`src/rtl/ieee_to_binary.sv`:
```
// rtl/ieee_to_binary.sv - IEEE-754 single to unsigned fixed-point magnitude, one-cycle registered
// Optional IEEE_TO_BINARY_SATURATE_EN clamps overflowed magnitudes to all ones.
module ieee_to_binary #(
    parameter int INT_W  = 5,
    parameter int FRAC_W = 5
) (
    input  logic              clk,
    input  logic              rst,
    input  logic [31:0]       in,
    input  logic              in_valid,
    output logic [INT_W-1:0]  out_digit,
    output logic [FRAC_W-1:0] out_float,
    output logic              out_sign,
    output logic              out_ovf,
    output logic              out_nan,
    output logic              out_valid
);
    localparam int W  = INT_W + FRAC_W;
    localparam int MW = W + 24;

    logic [7:0]        exp_w;
    logic [22:0]       man_w;
    int                e_val;
    int                sh_val;
    logic [MW-1:0]     mag_w;
    logic [W-1:0]      fix_w;

    logic [INT_W-1:0]  out_digit_d, out_digit_q;
    logic [FRAC_W-1:0] out_float_d, out_float_q;
    logic              out_sign_d, out_sign_q;
    logic              out_ovf_d, out_ovf_q;
    logic              out_nan_d, out_nan_q;
    logic              out_valid_q;

    // Barrel shift places 1.m so that bit 24 of mag_w carries weight 2^-FRAC_W.
    always_comb begin
        exp_w  = in[30:23];
        man_w  = in[22:0];
        e_val  = int'(exp_w) - 127;
        sh_val = e_val + FRAC_W + 1;
        mag_w  = '0;
        if (e_val >= -(FRAC_W + 1) && e_val <= INT_W + 23) begin
            mag_w = {{W{1'b0}}, 1'b1, man_w} << sh_val;
        end
        fix_w = mag_w[MW-1:24];
    end

    always_comb begin
        out_sign_d  = in[31];
        out_ovf_d   = 1'b0;
        out_nan_d   = 1'b0;
        out_digit_d = '0;
        out_float_d = '0;
        if (exp_w == 8'd0) begin
            out_ovf_d = 1'b0;
        end else if (exp_w == 8'hFF) begin
            out_nan_d = (man_w != 23'd0);
            out_ovf_d = (man_w == 23'd0);
        end else begin
            out_ovf_d   = (e_val >= INT_W);
            out_digit_d = fix_w[W-1:FRAC_W];
            out_float_d = fix_w[FRAC_W-1:0];
        end
`ifdef IEEE_TO_BINARY_SATURATE_EN
        if (out_ovf_d) begin
            out_digit_d = '1;
            out_float_d = '1;
        end
`endif
    end

    always_ff @(posedge clk or posedge rst) begin
        if (rst) begin
            out_digit_q <= '0;
            out_float_q <= '0;
            out_sign_q  <= 1'b0;
            out_ovf_q   <= 1'b0;
            out_nan_q   <= 1'b0;
            out_valid_q <= 1'b0;
        end else begin
            out_valid_q <= in_valid;
            if (in_valid) begin
                out_digit_q <= out_digit_d;
                out_float_q <= out_float_d;
                out_sign_q  <= out_sign_d;
                out_ovf_q   <= out_ovf_d;
                out_nan_q   <= out_nan_d;
            end
        end
    end

    assign out_digit = out_digit_q;
    assign out_float = out_float_q;
    assign out_sign  = out_sign_q;
    assign out_ovf   = out_ovf_q;
    assign out_nan   = out_nan_q;
    assign out_valid = out_valid_q;
endmodule

```
`config.mk`:
```
export PLATFORM = sky130hd
export DESIGN_NAME = ieee_to_binary
export DESIGN_NICKNAME = d
export VERILOG_FILES = /design/src/rtl/ieee_to_binary.sv
export SDC_FILE = /design/constraint.sdc
export NUM_CORES = 1
export LEC_CHECK = 0
export ABC_AREA = 1
export CAP_MARGIN = 20
export CORE_MARGIN = 4
export CORE_UTILIZATION = 48
export DETAILED_ROUTE_END_ITERATION = 16
export GPL_TIMING_DRIVEN = 0
export PLACE_DENSITY_LB_ADDON = 0.2
export REMOVE_ABC_BUFFERS = 1
export SLEW_MARGIN = 5
export SYNTH_ARGS = -nofsm -noshare
export SYNTH_HDL_FRONTEND = slang
export SYNTH_SLANG_ARGS = --single-unit
```
`constraint.sdc`:
```
create_clock -name clk -period 0.8 [get_ports clk]
set_input_delay 0.12 -clock clk [delete_from_list [all_inputs] [get_ports clk]]
set_output_delay 0.12 -clock clk [all_outputs]
set_load 0.01 [all_outputs]
```
==> impl_metrics.ini <==
[global_route]
grt_pass1_vias = 3325
overflow = 0
antenna_found_initial = 0
grt_pass1_wl_um = 16150
grt_max_degree = 27
grt_util_all_layers = 0.3180

[floorplanning]
rows = 26
boundaryPins = 49
die_area_sq_um = 6496
die_h_um = 80.60
start_util = 0.4953
fp.dieW_um = 80.60
fp.coreArea_sq_um = 5107

[pwr]
ir_drop_mv = 0.6613
powerDensity_nw_per_um2 = 1084
p_leak_nw = 1.748
finalPower_mw = 4.036

[synth]
synth_xor_area_frac = 0.006924
synth_top_family_by_area = simple AND/OR/NAND/NOR gates
yosysSeqAreaShare = 0.1385
synth-simple-area-share = 0.6459
yosysWarnings = 0
ys_types = 41
syn_area_sq_um = 2530
synthMuxAreaShare = 0
synth_cells = 428
synth_top_area_share = 0.2136
synth_area_leaders = nand3_1 21%, nand2_1 17%, dfrtp_1 14%
synthAdderAreaFrac = 0.03462
avgSynthCellArea_sq_um = 5.911
yosysTopAreaCell = nand3_1
synth_compound_area_frac = 0.06479
synth-seq-cells = 14

[clock_network]
cts_hold_buf = 0
path_clk_slew_ns = 0.06
cts_buffer_depth = 2
htree_num_levels = 1
clk_latency_ns = 0.24
cts_buffers = 3
cts_tree = done
root_buffer = clkbuf_8
cts.sinks = 14

[timing]
hold_viol_final = 0
finalCriticalPeriod_ns = 2.454
setup_violations = 26
worst_slew_pin_slew_ns = 0.5484
fmax_mhz = 407.5
slew_viol_final = 0
fin_ws_ns = -1.654
clock_skew_ns = 0
slew_headroom = 0.6340
fin_crit_sh = 3.067
rsz0062_at_grt = yes

[critical_path]
path_class = in -> reg
required_ns = 0.98
worst_setup_path_start_kind = input pin
endpoint_kind = register
arrival_ns = 2.64
crit_path_max_fanout = 14

[status]
violations = setup timing
status = finished with violations

[drt]
top_layer = met4
vias = 3788
ant_nets = 0
vias_per_cell = 6.693
wl_per_cell_um = 19.57
drtPass1Iterations = 8
drt_iter0_drc = 606
wl_um = 11070
post-route-drc-count = 0
dr_wl_met3_um = 1374
dr_wl_met2_um = 5009
met1_length_um = 3870

[layout]
final_core_util = 0.7291
drive_gt1_frac = 0.3145
area_delta_synth_final_pct = 47.18
final_cell_mix = 96 x nand2_1, 85 x nand3_1, 49 x nand4_1
fin_nets = 540
layout_commonest_cell = nand2_1
diodes = 0

[place]
numPortBuffers = 48
gp_congestion = 0.9267
dpl.hpwl_um = 5775

[flow_run]
cap_viol_max_count = 0

[hold_path]
hp-class = in -> reg
## stage by stage
stage	setup WS (ns)	cell area (sq um)	cells	setup TNS [ns]	hold slack [ns]
4_1_cts	-1.487	3460	554	-17.05	0.2071
6_report	-1.654	3724	566	-18.58	0.2081
2_1_floorplan	-2.427	2369	402	-25.62	0.009219
3_5_place_dp	-4.511	2952	521	-53.75	0.4715
5_1_grt	-1.771	3724	566	-19.88	0.2160
3_3_place_gp	-4.943	2937	520	-58.53	0.4543
## logic make-up (layout without fill, tap and decap cells)
family	Yosys count	in the layout
compound gates	28	28
xor+xnor	2	2
fa+ha+maj	7	7
buf+inv	56	115
flops	14	14
simple gates	321	330
## layout make-up
type | count | area [sq um]
fill | 418 | 1384
timing repair inverter | 2 | 16.27
sequential | 14 | 350.3
tap | 70 | 87.58
multi-input combinational | 367 | 2400
timing repair buffer | 80 | 681.9
inverter | 30 | 146.4
clock buffer | 3 | 41.29
## where the power goes
| part | switching, mW | internal, mW | total (mW) |
|---|---|---|---|
| Clock | 0.231 | 0.332 | 0.563 |
| Combinational | 1.78 | 0.933 | 2.71 |
| Sequential | 0.0189 | 0.745 | 0.763 |
## per-layer routing
layer / vias to the layer above / track usage
met2: 317 / 0.5108
met1: 1717 / 0.3764
met5: - / 0
li1: 1657 / -
met4: 0 / 0.1774
met3: 97 / 0.09305
## synthesized netlist by cell type, drive strengths merged
cell,count
xor2,1
clkinv,3
or2,1
buf,14
a31oi,1
nand2,126
nor2,25
nor3b,1
nand3,111
o21a,1
inv,27
a21oi,10
o311ai,1
dfrtp,14
nand4,49
ha,7
nor4,5
o21ai,9
o211ai,3
a41oi,1
o21bai,1
a211oi,1
nor3,2
clkbuf,12
and3,1
xnor2,1
## critical path, stage by stage
cell and delay [ns]:
buf_12 0.08, buf_12 0.11, inv_16 0.03, ha_4 0.29, clkinvlp_4 0.15, buf_4 0.24
nand2_1 0.12, nand3_2 0.11, nor2_4 0.17, nand2_8 0.14, nand2_4 0.18, nand4_1 0.17
nand3_1 0.16, nand3_1 0.09, and3_1 0.16, nor2_1 0.15, nand2_2 0.08, nand2_1 0.05
## registers in the layout (all words and copies together), names as in the netlist
| signal | cells |
|---|---|
| out_ovf | 1 |
| out_valid | 1 |
| out_nan | 1 |
| out_float | 5 |
| out_digit | 5 |
| out_sign | 1 |
## final timing paths
path | endpoint | from | depth (start not counted) | slack (ns)
setup / recovery | out_float[3] | in[23] | 18 | -1.65
min in group asynchronous | out_float[3] | rst | 2 | 0.22
max in group asynchronous | out_digit[1] | rst | 2 | 0.21
setup reg to reg | out_ovf | out_ovf | 4 | -0.09
hold / removal | out_valid | in_valid | 1 | 0.21
hold reg to reg | out_float[2] | out_float[2] | 2 | 0.47
## what timing repair did
item / CTS / global route
setup buffers: 22 / 9
pin swaps: 41 / 29
resized for setup: 163 / 41
gates cloned: 8 / 3
endpoints found under the setup margin: 27 / 26
(Power assumes the default switching activity.)
